`src/rtl/clk_monitor.sv`:
```
// Period monitor for a slow asynchronous clock: counts system clock cycles between
// rising edges, averages 2^AVG_LOG2 periods and flags in-range, lock and timeout.
module clk_monitor #(
    parameter int CNT_W       = 16,
    parameter int AVG_LOG2    = 2,
    parameter int MIN_CYC     = 4560,
    parameter int MAX_CYC     = 5040,
    parameter int TIMEOUT_CYC = 8192
) (
    input  logic             clk,
    input  logic             rst_n,
    input  logic             sig_in,
    input  logic             enable,
    output logic [CNT_W-1:0] period,
    output logic             period_valid,
    output logic             in_range,
    output logic             lock,
    output logic             timeout,
    output logic [1:0]       dbg_state
);

    localparam int               ACC_W     = CNT_W + AVG_LOG2;
    localparam logic [CNT_W-1:0] MIN_V     = CNT_W'(MIN_CYC);
    localparam logic [CNT_W-1:0] MAX_V     = CNT_W'(MAX_CYC);
    localparam logic [CNT_W-1:0] TIMEOUT_V = CNT_W'(TIMEOUT_CYC);

    typedef enum logic [1:0] {
        ST_IDLE    = 2'd0,
        ST_ARM     = 2'd1,
        ST_MEASURE = 2'd2
    } state_e;

    state_e              state_q;
    logic                s1_q, s2_q, s3_q;
    logic [CNT_W-1:0]    cnt_q;
    logic [CNT_W-1:0]    period_q;
    logic [ACC_W-1:0]    acc_q;
    logic [AVG_LOG2-1:0] smp_q;
    logic                valid_q;
    logic                in_range_q;
    logic                lock_q;
    logic                timeout_q;
    logic                prev_ok_q;

    logic                edge_d;
    logic                at_limit_d;
    logic                last_smp_d;
    logic                ok_d;
    logic [CNT_W-1:0]    cnt_inc_d;
    logic [ACC_W-1:0]    sum_d;
    logic [CNT_W-1:0]    avg_d;

    // s1/s2 resynchronise sig_in; s3 holds the previous synchronised value for edge detection.
    always_ff @(posedge clk or negedge rst_n) begin
        if (!rst_n) begin
            s1_q <= 1'b0;
            s2_q <= 1'b0;
            s3_q <= 1'b0;
        end else begin
            s1_q <= sig_in;
            s2_q <= s1_q;
            s3_q <= s2_q;
        end
    end

    always_comb begin
        edge_d     = s2_q & ~s3_q;
        at_limit_d = (cnt_q == TIMEOUT_V);
        cnt_inc_d  = cnt_q + CNT_W'(1);
        sum_d      = acc_q + ACC_W'(cnt_q);
        avg_d      = CNT_W'(sum_d >> AVG_LOG2);
        ok_d       = (avg_d >= MIN_V) && (avg_d <= MAX_V);
        last_smp_d = &smp_q;
    end

    // period_valid is a single-cycle strobe, qualified with the period/in_range/lock values of that same cycle.
    always_ff @(posedge clk or negedge rst_n) begin
        if (!rst_n) begin
            state_q    <= ST_IDLE;
            cnt_q      <= '0;
            acc_q      <= '0;
            smp_q      <= '0;
            period_q   <= '0;
            valid_q    <= 1'b0;
            in_range_q <= 1'b0;
            lock_q     <= 1'b0;
            timeout_q  <= 1'b0;
            prev_ok_q  <= 1'b0;
        end else begin
            valid_q <= 1'b0;
            if (!enable) begin
                state_q    <= ST_IDLE;
                cnt_q      <= '0;
                acc_q      <= '0;
                smp_q      <= '0;
                in_range_q <= 1'b0;
                lock_q     <= 1'b0;
                timeout_q  <= 1'b0;
                prev_ok_q  <= 1'b0;
            end else begin
                unique case (state_q)
                    ST_IDLE: begin
                        state_q <= ST_ARM;
                    end
                    ST_ARM: begin
                        if (edge_d) begin
                            cnt_q     <= CNT_W'(1);
                            timeout_q <= 1'b0;
                            state_q   <= ST_MEASURE;
                        end else if (at_limit_d) begin
                            timeout_q <= 1'b1;
                            lock_q    <= 1'b0;
                            prev_ok_q <= 1'b0;
                        end else begin
                            cnt_q <= cnt_inc_d;
                        end
                    end
                    ST_MEASURE: begin
                        // An edge on the limit cycle still counts as a sample; it outranks the timeout.
                        if (edge_d) begin
                            cnt_q <= CNT_W'(1);
                            if (last_smp_d) begin
                                period_q   <= avg_d;
                                valid_q    <= 1'b1;
                                in_range_q <= ok_d;
                                lock_q     <= ok_d & prev_ok_q;
                                prev_ok_q  <= ok_d;
                                acc_q      <= '0;
                                smp_q      <= '0;
                            end else begin
                                acc_q <= sum_d;
                                smp_q <= smp_q + AVG_LOG2'(1);
                            end
                        end else if (at_limit_d) begin
                            timeout_q <= 1'b1;
                            lock_q    <= 1'b0;
                            prev_ok_q <= 1'b0;
                            acc_q     <= '0;
                            smp_q     <= '0;
                            state_q   <= ST_ARM;
                        end else begin
                            cnt_q <= cnt_inc_d;
                        end
                    end
                    default: begin
                        state_q <= ST_IDLE;
                    end
                endcase
            end
        end
    end

    assign period       = period_q;
    assign period_valid = valid_q;
    assign in_range     = in_range_q;
    assign lock         = lock_q;
    assign timeout      = timeout_q;
    assign dbg_state    = state_q;

endmodule

```
`config.mk`:
```
export PLATFORM = sky130hd
export DESIGN_NAME = clk_monitor
export DESIGN_NICKNAME = d
export VERILOG_FILES = /design/src/rtl/clk_monitor.sv
export SDC_FILE = /design/constraint.sdc
export NUM_CORES = 1
export LEC_CHECK = 0
export ABC_CLOCK_PERIOD_IN_PS = 2900
export CORE_MARGIN = 10
export CORE_UTILIZATION = 30
export CTS_BUF_LIST = sky130_fd_sc_hd__clkbuf_4 sky130_fd_sc_hd__clkbuf_8
export CTS_CLUSTER_DIAMETER = 30
export DETAILED_ROUTE_END_ITERATION = 8
export SETUP_SLACK_MARGIN = 0.5
export SYNTH_ARGS = -nofsm -noshare
export SYNTH_HDL_FRONTEND = slang
export SYNTH_SLANG_ARGS = --single-unit
```
`constraint.sdc`:
```
create_clock -name clk -period 2.9 [get_ports clk]
set_input_delay 0.725 -clock clk [delete_from_list [all_inputs] [get_ports clk]]
set_output_delay 0.725 -clock clk [all_outputs]
set_load 0.02 [all_outputs]
```
==> report_table.html <==
<table>
<tr><th>Metric</th><th>Value</th></tr>
<tr><th colspan="2">Run status</th></tr>
<tr><td>Result of the run</td><td>finished clean</td></tr>
<tr><th colspan="2">Global route</th></tr>
<tr><td>All-Layer GR Usage</td><td>0.1176</td></tr>
<tr><td>Antenna violations before repair</td><td>0</td></tr>
<tr><td>Wire length of the first global-routing pass</td><td>16820 um</td></tr>
<tr><td>Number of global-route vias before repair</td><td>3151</td></tr>
<tr><td>Largest net degree at the start of global routing</td><td>63</td></tr>
<tr><td>GRT overflow</td><td>0</td></tr>
<tr><th colspan="2">Layout</th></tr>
<tr><td>Antenna cell count</td><td>0</td></tr>
<tr><td>Syn-to-layout area delta</td><td>26.50%</td></tr>
<tr><td>Proportion of layout cells with a drive suffix above 1</td><td>0.2044</td></tr>
<tr><td>Final layout net count</td><td>478</td></tr>
<tr><td>Filler Cells Inserted</td><td>1202</td></tr>
<tr><th colspan="2">Timing</th></tr>
<tr><td>Setup_tns</td><td>0 ps</td></tr>
<tr><td>RSZ-0062 raised after global routing</td><td>yes</td></tr>
<tr><td>Maximum frequency from static timing analysis</td><td>375.6 MHz</td></tr>
<tr><td>Worst-case headroom to the max-slew limit</td><td>0.4609</td></tr>
<tr><td>Final Hold Fails</td><td>0</td></tr>
<tr><td>Final number of max-transition violations</td><td>0</td></tr>
<tr><td>Post-layout min period</td><td>2662 ps</td></tr>
<tr><td>Final period util</td><td>0.9180</td></tr>
<tr><td>Final-report setup violation count</td><td>0</td></tr>
<tr><td>Actual transition at the worst max-transition pin</td><td>808.6 ps</td></tr>
<tr><td>Worst Skew</td><td>9.945 ps</td></tr>
<tr><th colspan="2">Worst setup path</th></tr>
<tr><td>Critical Path Start Type</td><td>flip-flop</td></tr>
<tr><td>Worst path top cell family by delay</td><td>compound AO/OA/AOI/OAI gates</td></tr>
<tr><td>Register-to-register setup slack</td><td>240 ps</td></tr>
<tr><td>CP Buf/Inv Count</td><td>0</td></tr>
<tr><td>Library cell contributing the largest single delay on the critical path</td><td>dfrtp_2</td></tr>
<tr><td>Crit path cell chain</td><td>ha_4 -&gt; a211o_4 -&gt; a211o_4 -&gt; and4_4 -&gt; or3_4 -&gt; a221oi_2 -&gt; o2111ai_2 -&gt; o21ai_1</td></tr>
<tr><td>Most common cell type on the critical path</td><td>a211o_4</td></tr>
<tr><td>WP data arrival</td><td>2940 ps</td></tr>
<tr><td>R2r startpoint</td><td>cnt_q[1]$_DFFE_PN0P_</td></tr>
<tr><td>Length in cells of the worst reg-to-reg path</td><td>8</td></tr>
<tr><td>R2r endpoint</td><td>lock$_DFFE_PN0P_</td></tr>
<tr><td>Critical path's largest stage delay</td><td>430 ps</td></tr>
<tr><td>Data required time at the worst endpoint</td><td>3170 ps</td></tr>
<tr><td>Largest driver fanout on the critical path</td><td>7</td></tr>
<tr><td>Crit Path Class</td><td>flip-flop to flip-flop</td></tr>
<tr><td>CP Capture Type</td><td>flip-flop</td></tr>
<tr><th colspan="2">Pwr</th></tr>
<tr><td>Worst ir drop on vdd</td><td>210.6 uV</td></tr>
<tr><td>Sw Ratio</td><td>0.2802</td></tr>
<tr><td>Cell-internal power</td><td>0.001556 W</td></tr>
<tr><td>Total power of the final layout</td><td>0.002162 W</td></tr>
<tr><td>Share of total power in combinational logic</td><td>0.169</td></tr>
<tr><td>Sequential share of power</td><td>0.424</td></tr>
<tr><td>Static power due to leakage</td><td>2.059 nW</td></tr>
<tr><td>Sw power</td><td>0.0006057 W</td></tr>
<tr><td>Clock share of power</td><td>0.407</td></tr>
<tr><td>Power Dens Cells</td><td>458.8 nW/um^2</td></tr>
<tr><th colspan="2">Synth</th></tr>
<tr><td>Proportion of synthesized flip-flops having asynchronous set or reset</td><td>1.000</td></tr>
<tr><td>Share of the synthesized area in the top cell type</td><td>0.4165</td></tr>
<tr><td>Post-synthesis cell type count</td><td>64</td></tr>
<tr><td>Yosys synthesis warning count</td><td>0</td></tr>
<tr><td>Synthesized instance count</td><td>405</td></tr>
<tr><td>Count of flip-flops with a built-in enable after synthesis</td><td>0</td></tr>
<tr><td>Primary FF master, synth</td><td>dfrtp_1</td></tr>
<tr><td>Syn Nets</td><td>433</td></tr>
<tr><td>Syn avg cell area</td><td>9.197 sq um</td></tr>
<tr><td>Total standard cell area after synthesis</td><td>3725 sq um</td></tr>
<tr><td>Most common library cells after synthesis</td><td>nand2_1 (66), dfrtp_1 (62), o21ai_0 (35), nor2_1 (24)</td></tr>
<tr><td>Top post-synthesis cells by area</td><td>dfrtp_1 (42%), ha_1 (7.7%), nand2_1 (6.7%)</td></tr>
<tr><td>Sequential-to-total area share from yosys stat</td><td>0.4165</td></tr>
<tr><td>Most frequent cell after synthesis</td><td>nand2_1</td></tr>
<tr><td>Post-synthesis cell type with the largest combined area</td><td>dfrtp_1</td></tr>
<tr><td>Flip-flop and latch count after synthesis</td><td>62</td></tr>
<tr><th colspan="2">CTS</th></tr>
<tr><td>Hold buffers post-CTS</td><td>0</td></tr>
<tr><td>Clock transition at path regs</td><td>80 ps</td></tr>
<tr><td>Deepest level of the CTS H-tree</td><td>3</td></tr>
<tr><td>Root Buffer Master</td><td>clkbuf_8</td></tr>
<tr><td># clock sinks</td><td>62</td></tr>
<tr><td>Deepest clock path buffer count</td><td>2</td></tr>
<tr><td>Clock latency reported for the late side of the worst-skew pair</td><td>350 ps</td></tr>
<tr><td>CTS tree</td><td>built</td></tr>
<tr><td>Number of buffers added by the clock tree synthesis step</td><td>9</td></tr>
<tr><th colspan="2">Hold path</th></tr>
<tr><td>Class of the tightest hold or removal check</td><td>flip-flop to flip-flop</td></tr>
<tr><td>Worst Hold Path EP</td><td>s2_q$_DFF_PN0_</td></tr>
<tr><td>Worst hold stages</td><td>0</td></tr>
<tr><td>Worst hold start</td><td>s1_q$_DFF_PN0_</td></tr>
<tr><th colspan="2">Routing</th></tr>
<tr><td>Vias after detailed routing</td><td>3201</td></tr>
<tr><td>First-pass DRT Iterations</td><td>4</td></tr>
<tr><td>Post-route antenna net violation count</td><td>0</td></tr>
<tr><td>Vias per cell</td><td>5.138</td></tr>
<tr><td>DRC Markers</td><td>0</td></tr>
<tr><td>Final wirelength</td><td>10240 um</td></tr>
<tr><td>Initial drt markers</td><td>167</td></tr>
<tr><td>Routed length per placed instance</td><td>16.43 um</td></tr>
<tr><th colspan="2">Placement</th></tr>
<tr><td>Gpl congestion</td><td>0.8242</td></tr>
<tr><td>Sum of net half-perimeters after detailed placement</td><td>7214 um</td></tr>
<tr><td>Number of buffers inserted by port buffering</td><td>25</td></tr>
<tr><th colspan="2">Floorplanning</th></tr>
<tr><td>Row count</td><td>40</td></tr>
<tr><td>Core area</td><td>12060 sq um</td></tr>
<tr><td>Horizontal die dimension</td><td>131.4 um</td></tr>
<tr><td>Number of top-level pins</td><td>26</td></tr>
<tr><td>Initial Util</td><td>0.3088</td></tr>
<tr><td>Die height</td><td>131.4 um</td></tr>
<tr><td>Overall die area</td><td>17270 sq um</td></tr>
<tr><th colspan="2">Job</th></tr>
<tr><td>Maxcap violations</td><td>0</td></tr>
</table>
worst max path at each step:
stage,start,endpoint,slack [ps],depth (start not counted)
after global placement,cnt_q[1]$_DFFE_PN0P_,lock$_DFFE_PN0P_,180,8
after global routing,cnt_q[1]$_DFFE_PN0P_,lock$_DFFE_PN0P_,110,8
final,cnt_q[1]$_DFFE_PN0P_,lock$_DFFE_PN0P_,240,8
after CTS,cnt_q[1]$_DFFE_PN0P_,lock$_DFFE_PN0P_,260,8
after detailed placement,cnt_q[0]$_DFFE_PN0P_,lock$_DFFE_PN0P_,140,9
after floorplan,cnt_q[1]$_DFFE_PN0P_,in_range$_DFFE_PN0P_,420,8
sequential cells by signal (all words and copies together) (netlist names), 2 cells and up:
signal / flops
acc_q: 18
cnt_q: 16
dbg_state: 2
period: 16
smp_q: 2
power by group through the flow:
stage	Sequential, W	Combinational [W]	Clock (W)
after global routing	0.000920	0.000410	0.000945
after detailed placement	0.000938	0.000327	0
after CTS	0.000916	0.000359	0.000905
final	0.000917	0.000365	0.000879
after floorplan	0.000946	0.000198	0
after global placement	0.000935	0.000321	0
per-stage QoR:
| stage | util | cell area, sq um | instances | hold slack (ps) | worst slack [ps] |
|---|---|---|---|---|---|
| final | 0.3907 | 4712 | 623 | 356.2 | 237.8 |
| after global routing | 0.3907 | 4712 | 623 | 371.2 | 112.8 |
| after CTS | 0.3795 | 4577 | 620 | 358.9 | 261.0 |
| after detailed placement | 0.3490 | 4209 | 598 | 341.3 | 142.0 |
| after global placement | 0.3490 | 4209 | 598 | 338.4 | 182.7 |
| after floorplan | - | 3737 | 405 | 331.2 | 420.1 |
cell families (layout without fill, tap and decap cells):
| group | after synthesis | count (layout) | share of synthesized area |
|---|---|---|---|
| mux | 1 | 1 | 0.002687 |
| buf+inv | 23 | 73 | 0.03292 |
| fa+ha+maj | 24 | 24 | 0.08263 |
| flops | 62 | 62 | 0.4165 |
| compound gates | 112 | 112 | 0.2052 |
| xor+xnor | 21 | 21 | 0.04938 |
| simple gates | 162 | 162 | 0.2106 |
cells in the final DEF (no fill, tap or decap), drive strengths merged, types with 3 or more instances in the layout:
master	n
buf	24
nand2	66
xor2	11
inv	9
xnor2	10
nor2b	3
a211oi	8
clkdlybuf4s50	24
nand4	5
o21a	3
dfrtp	62
or3	6
nor3	3
nor3b	4
a21o	7
clkbuf	12
a22o	8
nand2b	5
nor2	24
nor4	5
nand3	23
ha	23
o21ai	39
a2111oi	3
a21oi	19
a311oi	3
a211o	4
and2	4
and4	3
and3	5
final cells by class:
type	count	area [sq um]	share of cell area
clock inverter	4	70.07	0.01487
clock buffer	12	152.6	0.03240
tap	168	210.2	0.04461
multi-input combinational	320	2258	0.4793
sequential	62	1562	0.3314
timing repair buffer	48	425.4	0.09028
inverter	9	33.78	0.007169
worst reg2reg max path, delay by kind of cell, from the launching register on:
family                   cells  cell delay, ps
AO/OA/AOI/OAI                5            1410
AND/OR/NAND/NOR              2             510
flip-flops                   1             430
adder cells (fa/ha/maj)      1             240
repair_timing:
item / 4_1_cts / 5_1_grt
endpoints found under the setup margin: 12 / 24
setup buffers: 6 / 3
pin swaps: 10 / 10
resized for setup: 22 / 27
metal layers:
layer / routed length (um) / vias to the layer above / global-route usage
met3: 311 / 16 / 0.01905
met1: 4682 / 1570 / 0.1450
met5: 0 / - / 0
met4: 196 / 0 / 0.05253
li1: - / 1563 / -
met2: 5049 / 52 / 0.1971
Power figures use the tool's default switching activity.
